## src/rtl/rca_serial_adder.sv

```systemverilog
// Handshaked serial ripple-carry adder: adds N-bit operands W bits per clock
// through a W-bit ripple slice with a registered carry between slices.
module rca_serial_adder #(
  parameter int N = 4,
  parameter int W = 1
) (
  input  logic         clk,
  input  logic         rst_n,
  input  logic         in_valid,
  output logic         in_ready,
  input  logic [N-1:0] a,
  input  logic [N-1:0] b,
  input  logic         cin,
  output logic         out_valid,
  input  logic         out_ready,
  output logic [N-1:0] sum,
  output logic         cout,
  output logic         ovf
);

  localparam int NS = N / W;
  localparam int CW = (NS > 1) ? $clog2(NS) : 1;

  generate
    if (N < 2 || W < 1 || W > N || (N % W) != 0) begin : g_bad_params
      $error("rca_serial_adder: need N >= 2, 1 <= W <= N and N %% W == 0");
    end
  endgenerate

  typedef enum logic [1:0] {IDLE, BUSY, DONE} state_t;

  state_t          state_q, state_d;
  logic [N-1:0]    a_q, a_d, b_q, b_d;
  logic [N-1:0]    acc_q, acc_d;
  logic            carry_q, carry_d;
  logic [CW-1:0]   cnt_q, cnt_d;
  logic [N-1:0]    sum_q, sum_d;
  logic            cout_q, cout_d;
  logic            ovf_q, ovf_d;

  logic [W-1:0]    slice_sum;
  logic            slice_c;
  logic            slice_cmsb;
  logic [N-1:0]    acc_shift;

  // Ripple slice over the low W operand bits; slice_cmsb is the carry into
  // the slice's top bit, which on the last slice is the carry into bit N-1.
  always_comb begin
    slice_sum  = '0;
    slice_c    = carry_q;
    slice_cmsb = carry_q;
    for (int i = 0; i < W; i++) begin
      slice_cmsb   = slice_c;
      slice_sum[i] = a_q[i] ^ b_q[i] ^ slice_c;
      slice_c      = (a_q[i] & b_q[i]) | (slice_c & (a_q[i] ^ b_q[i]));
    end
  end

  assign acc_shift = (acc_q >> W) | (N'(slice_sum) << (N - W));

  always_comb begin
    state_d   = state_q;
    a_d       = a_q;
    b_d       = b_q;
    acc_d     = acc_q;
    carry_d   = carry_q;
    cnt_d     = cnt_q;
    sum_d     = sum_q;
    cout_d    = cout_q;
    ovf_d     = ovf_q;
    in_ready  = 1'b0;
    out_valid = 1'b0;
    unique case (state_q)
      IDLE: begin
        in_ready = 1'b1;
        if (in_valid) begin
          a_d     = a;
          b_d     = b;
          carry_d = cin;
          cnt_d   = '0;
          acc_d   = '0;
          state_d = BUSY;
        end
      end
      BUSY: begin
        a_d     = a_q >> W;
        b_d     = b_q >> W;
        acc_d   = acc_shift;
        carry_d = slice_c;
        cnt_d   = cnt_q + CW'(1);
        if (cnt_q == CW'(NS - 1)) begin
          sum_d   = acc_shift;
          cout_d  = slice_c;
          ovf_d   = slice_cmsb ^ slice_c;
          state_d = DONE;
        end
      end
      DONE: begin
        out_valid = 1'b1;
        if (out_ready) state_d = IDLE;
      end
      default: state_d = IDLE;
    endcase
  end

  always_ff @(posedge clk or negedge rst_n) begin
    if (!rst_n) begin
      state_q <= IDLE;
      a_q     <= '0;
      b_q     <= '0;
      acc_q   <= '0;
      carry_q <= 1'b0;
      cnt_q   <= '0;
      sum_q   <= '0;
      cout_q  <= 1'b0;
      ovf_q   <= 1'b0;
    end else begin
      state_q <= state_d;
      a_q     <= a_d;
      b_q     <= b_d;
      acc_q   <= acc_d;
      carry_q <= carry_d;
      cnt_q   <= cnt_d;
      sum_q   <= sum_d;
      cout_q  <= cout_d;
      ovf_q   <= ovf_d;
    end
  end

  assign sum  = sum_q;
  assign cout = cout_q;
  assign ovf  = ovf_q;

endmodule

```

## config.mk

```make
export PLATFORM = sky130hd
export DESIGN_NAME = rca_serial_adder
export DESIGN_NICKNAME = d
export VERILOG_FILES = /design/src/rtl/rca_serial_adder.sv
export SDC_FILE = /design/constraint.sdc
export NUM_CORES = 1
export LEC_CHECK = 0
export ABC_AREA = 1
export BUFFER_PORTS_ARGS = -buffer_cell sky130_fd_sc_hd__clkbuf_2
export CAP_MARGIN = 40
export CORE_ASPECT_RATIO = 0.8
export CORE_MARGIN = 1.5
export CORE_UTILIZATION = 43
export CTS_CLUSTER_DIAMETER = 200
export DETAILED_ROUTE_END_ITERATION = 7
export PLACE_DENSITY = 0.62
export SLEW_MARGIN = 10
export SYNTH_ARGS = -nofsm -noshare
export SYNTH_HDL_FRONTEND = slang
export SYNTH_SLANG_ARGS = --single-unit
```

## constraint.sdc

```tcl
create_clock -name clk -period 2.2 [get_ports clk]
set_input_delay 0.44 -clock clk [delete_from_list [all_inputs] [get_ports clk]]
set_output_delay 0.44 -clock clk [all_outputs]
set_load 0.02 [all_outputs]
```

## After elaboration in Yosys (flattened, before gate mapping)

Index checks and enable logic that the tools add are counted.

- Flip-flop bits (word level): 23
- Word-level logic and storage cells: 44

- Add/subtract/negate cells: 1
- Equality and inequality tests: 6
- Multiplexer cells: 16
- Bitwise operators: 7
- Reductions and logical operators: 5

Operators with widths:

| kind | number |
|---|---|
| $pmux W4 S2 | 3 |
| $mux W4 | 3 |
| $mux W2 | 4 |
| $ne A2 B2 Y1 const B | 3 |
| $pmux W2 S3 | 1 |
| $eq A2 B2 Y1 const B | 2 |
| $or A3 B4 Y4 | 1 |
| $pmux W2 S2 | 1 |
| $reduce_and A2 Y1 | 2 |
| $mux W1 | 3 |
| $reduce_and A3 Y1 | 1 |
| $xor A1 B1 Y1 | 3 |
| $add A2 B1 Y2 const B | 1 |
| $and A1 B1 Y1 | 2 |
| $eq A2 B1 Y1 const B | 1 |
| $logic_not A2 Y1 | 1 |
| $pmux W1 S2 | 1 |
| $reduce_bool A2 Y1 | 1 |
| $or A1 B1 Y1 | 1 |

## Longest topological paths before layout

- Depth in word-level cells: 4
- Depth in mapped cells: 6
- Gate-level depth less buffers: 6

## Worst setup path before layout

Ideal clock, no wire load.

- Path kind: reg2out
- From: register state_q[0]
- To: output out_valid
- Arrival: 0.864 ns
- Data required time: 1.760 ns
- Path slack: 0.896 ns
- Cell stages (with the launch flop): 3
- Path buffers: 1
- Path through: dfrtp_1 buf_6 nor2_1

- Longest elaborated chain between the ends: 2

Ends and longest elaborated chain:

| item | RTL line | RTL |
|---|---|---|
| from (decl) | 32 | `state_t state_q, state_d;` |
| from (signal assigned) | 118 | `state_q <= state_d;` |
| $eq A2 B2 Y1 | 73 | `unique case (state_q)` |
| $mux W1 | 73 |  |
| to (decl) | 14 | `output logic out_valid,` |

Every way passes these cells.

## Final worst setup path

- From: register state_q[0]
- To: output in_ready

- Longest elaborated chain between the ends: 2

Ends and longest elaborated chain:

| item | RTL line | RTL |
|---|---|---|
| $logic_not A2 Y1 | 73 |  |
| $mux W1 | 73 |  |
| to (decl) | 10 | `output logic in_ready,` |

Every way passes these cells.

==> impl_metrics.tcl <==
set metrics [dict create \
    post_route_cells_drive_above_1_share_pct 25.9 \
    p_leak_nw 0.677 \
    clockBufferDepth 2 \
    period_minus_slack_ns 1.76 \
    peakVddDrop_uv 828 \
    clock_latency_ns 0.30 \
    fp.dieH_um 47.5 \
    path_cells "nor2_1 > clkbuf_2" \
    cts.clk_slew.worst_paths_ns 0.11 \
    cp.depth 2 \
    hold_buffers 0 \
    wl_met3_um 119 \
    grt_max_degree 23 \
    p_sw_share_pct 45.2 \
    finalNonFillerCells 168 \
    sequentialPowerShare_pct 41.6 \
    grt_pass1_wl_um 3210 \
    htreeDepth 1 \
    drtIter0Drc 24 \
    p_int_uw 953 \
    path_buf_inv 1 \
    setup_viol 0 \
    yosysSeqAreaShare_pct 51.7 \
    netlist_area_um2 1060 \
    hpwl_um 1340 \
    clock_skew_ns 0.000663 \
    nets 160 \
    initial_core_util_pct 47.3 \
    synth_nets 138 \
    worst_setup_path_end_kind "output pin" \
    period_share_pct 80.1 \
    avgRoutedWirePerCell_um 10.7 \
    p_clk_share_pct 10.0 \
    core_area_um2 2250 \
    p_sw_uw 785 \
    antenna_cells 0 \
    pwr-share-comb_pct 48.4 \
    ys.warnings.count 0 \
    via_count 784 \
    firstDrtPassIters 4 \
    crit_family "flip-flops" \
    top_layer "met4" \
    post-route-drc-count 0 \
    cp_data_arrival_time_ns 1.32 \
    fin_setup_tns_ns 0 \
    hold_path.class "in2async" \
    cts_buffers 3 \
    syn2layout_area_growth_pct 11.3 \
    crit_type "reg2out" \
    grt_pass1_vias 750 \
    antenna_left 0 \
    track_usage_pct 15.8 \
    cts.sinks 22 \
    die_x_um 58.6 \
    power_density_nw_per_um2 1470 \
    relSlewSlack_pct 64.2 \
    root_buffer "clkbuf_4" \
    reg2reg_depth 5 \
    maxSlewViolCount 0 \
    path_max_fanout 14 \
    synth-seq-cells 22 \
    overflow 0 \
    hold_viol_final 0 \
    status "finished clean" \
    slowest_stage "dfrtp_1" \
    synth.distinct_cells 18 \
    dpl.cell_count 165 \
    required_ns 1.76 \
    postCtsSetupRepairBufs 0 \
    wl_met1_um 933 \
    io_pins 21 \
    rows 15 \
    globalplace.congestion 0.784 \
    cap_violations 0 \
    cts_tree "built" \
    synthCells 123 \
    max_freq_mhz 567 \
    grt_setup_unrepaired "false" \
    startpoint_type "flop" \
    tightest_slew_ns 0.538 \
    drt-total-wl_um 1790 \
    dr_wl_met2_um 724 \
    cts_resized 0 \
    max_stage_delay_ns 0.55 \
    avgSynthCellArea_um2 8.66 \
    avgViaCountPerCell 4.67 \
    io_buffer_count 20 \
    dieArea_um2 2790 \
    grt_antenna_before_repair 0 \
]
power groups by stage:
| stage | clock network [mW] | registers (mW) | logic, mW |
|---|---|---|---|
| global route | 0.198 | 0.749 | 0.983 |
| floorplan | 0 | 0.749 | 0.671 |
| CTS | 0.185 | 0.722 | 0.856 |
| detailed placement | 0 | 0.730 | 0.853 |
| global placement | 0 | 0.725 | 0.848 |
| finish | 0.174 | 0.722 | 0.842 |
per-layer routing:
layer  track usage, %  up-vias
met5                0        -
met4             4.09        0
met3             5.68        3
met2             23.6       25
met1             22.2      341
li1                 -      415
cell type report:
| class | instances | area, um2 |
|---|---|---|
| Inverter | 20 | 75.1 |
| Tap cell | 25 | 31.3 |
| Fill cell | 234 | 1070 |
| Timing Repair Buffer | 20 | 100 |
| Multi-Input combinational cell | 78 | 405 |
| Clock buffer | 3 | 22.5 |
| Sequential cell | 22 | 551 |
cells in the final DEF, fill, tap and decap left out:
cell type,n
xor2_1,1
a21oi_4,1
nand2_1,46
nand2_2,2
inv_1,17
nand2_4,1
a21oi_1,1
clkbuf_4,3
clkbuf_2,20
fa_1,1
nor2_4,1
o21ai_2,6
nor2_1,4
nand3_1,9
o21ai_0,3
ha_1,1
inv_2,3
dfrtp_1,22
o31ai_1,1
path summary, 6_finish.rpt:
kind                       startpoint    endpoint  slack [ns]
setup / recovery           state_q[0]    in_ready        0.44
hold / removal                  rst_n      sum[2]         0.1
setup reg to reg           state_q[0]      b_q[2]        0.80
hold reg to reg                sum[3]      sum[3]        0.48
max in group asynchronous       rst_n      a_q[1]        1.75
min in group clk            out_ready  state_q[1]        0.31
state kept, by name (all words and copies together), names as in the netlist:
name,count
carry_q,1
state_q,2
cout,1
b_q,4
ovf,1
a_q,4
cnt_q,2
acc_q,3
sum,4
cells by family (layout without fill, tap and decap cells):
| logic type | Yosys count | count (layout) | share of synthesized area, % |
|---|---|---|---|
| buffers and inverters | 23 | 43 | 10.2 |
| AOI/OAI and AO/OA | 12 | 12 | 9.05 |
| DFF | 22 | 22 | 51.7 |
| and+or+nand+nor | 63 | 63 | 25.1 |
| adders and majority gates | 2 | 2 | 3.06 |
| xor gates and xnor gates | 1 | 1 | 0.823 |
Yosys cell counts (all sizes together):
cell type / instances / area share, %
nand2: 49 / 18
dfrtp: 22 / 52
inv: 20 / 7.1
nand3: 9 / 4.2
o21ai: 9 / 6.3
nor2: 5 / 2.5
buf: 3 / 3.2
a21oi: 2 / 2.0
fa: 1 / 1.9
ha: 1 / 1.2
o31ai: 1 / 0.71
xor2: 1 / 0.82
per-stage QoR:
step / instance area (um2) / total power [mW] / hold slack (ns) / setup slack (ns) / util [%]
after floorplan: 1060 / 1.42 / 0.144 / 0.896 / -
after detailed placement: 1160 / 1.58 / 0.449 / 0.782 / 51.6
after CTS: 1180 / 1.76 / 0.107 / 0.426 / 52.6
after global placement: 1160 / 1.57 / 0.447 / 0.811 / 51.6
final: 1180 / 1.74 / 0.0968 / 0.438 / 52.6
after global routing: 1180 / 1.93 / 0.123 / 0.362 / 52.6
No activity file was read; power rests on OpenSTA's default activity.
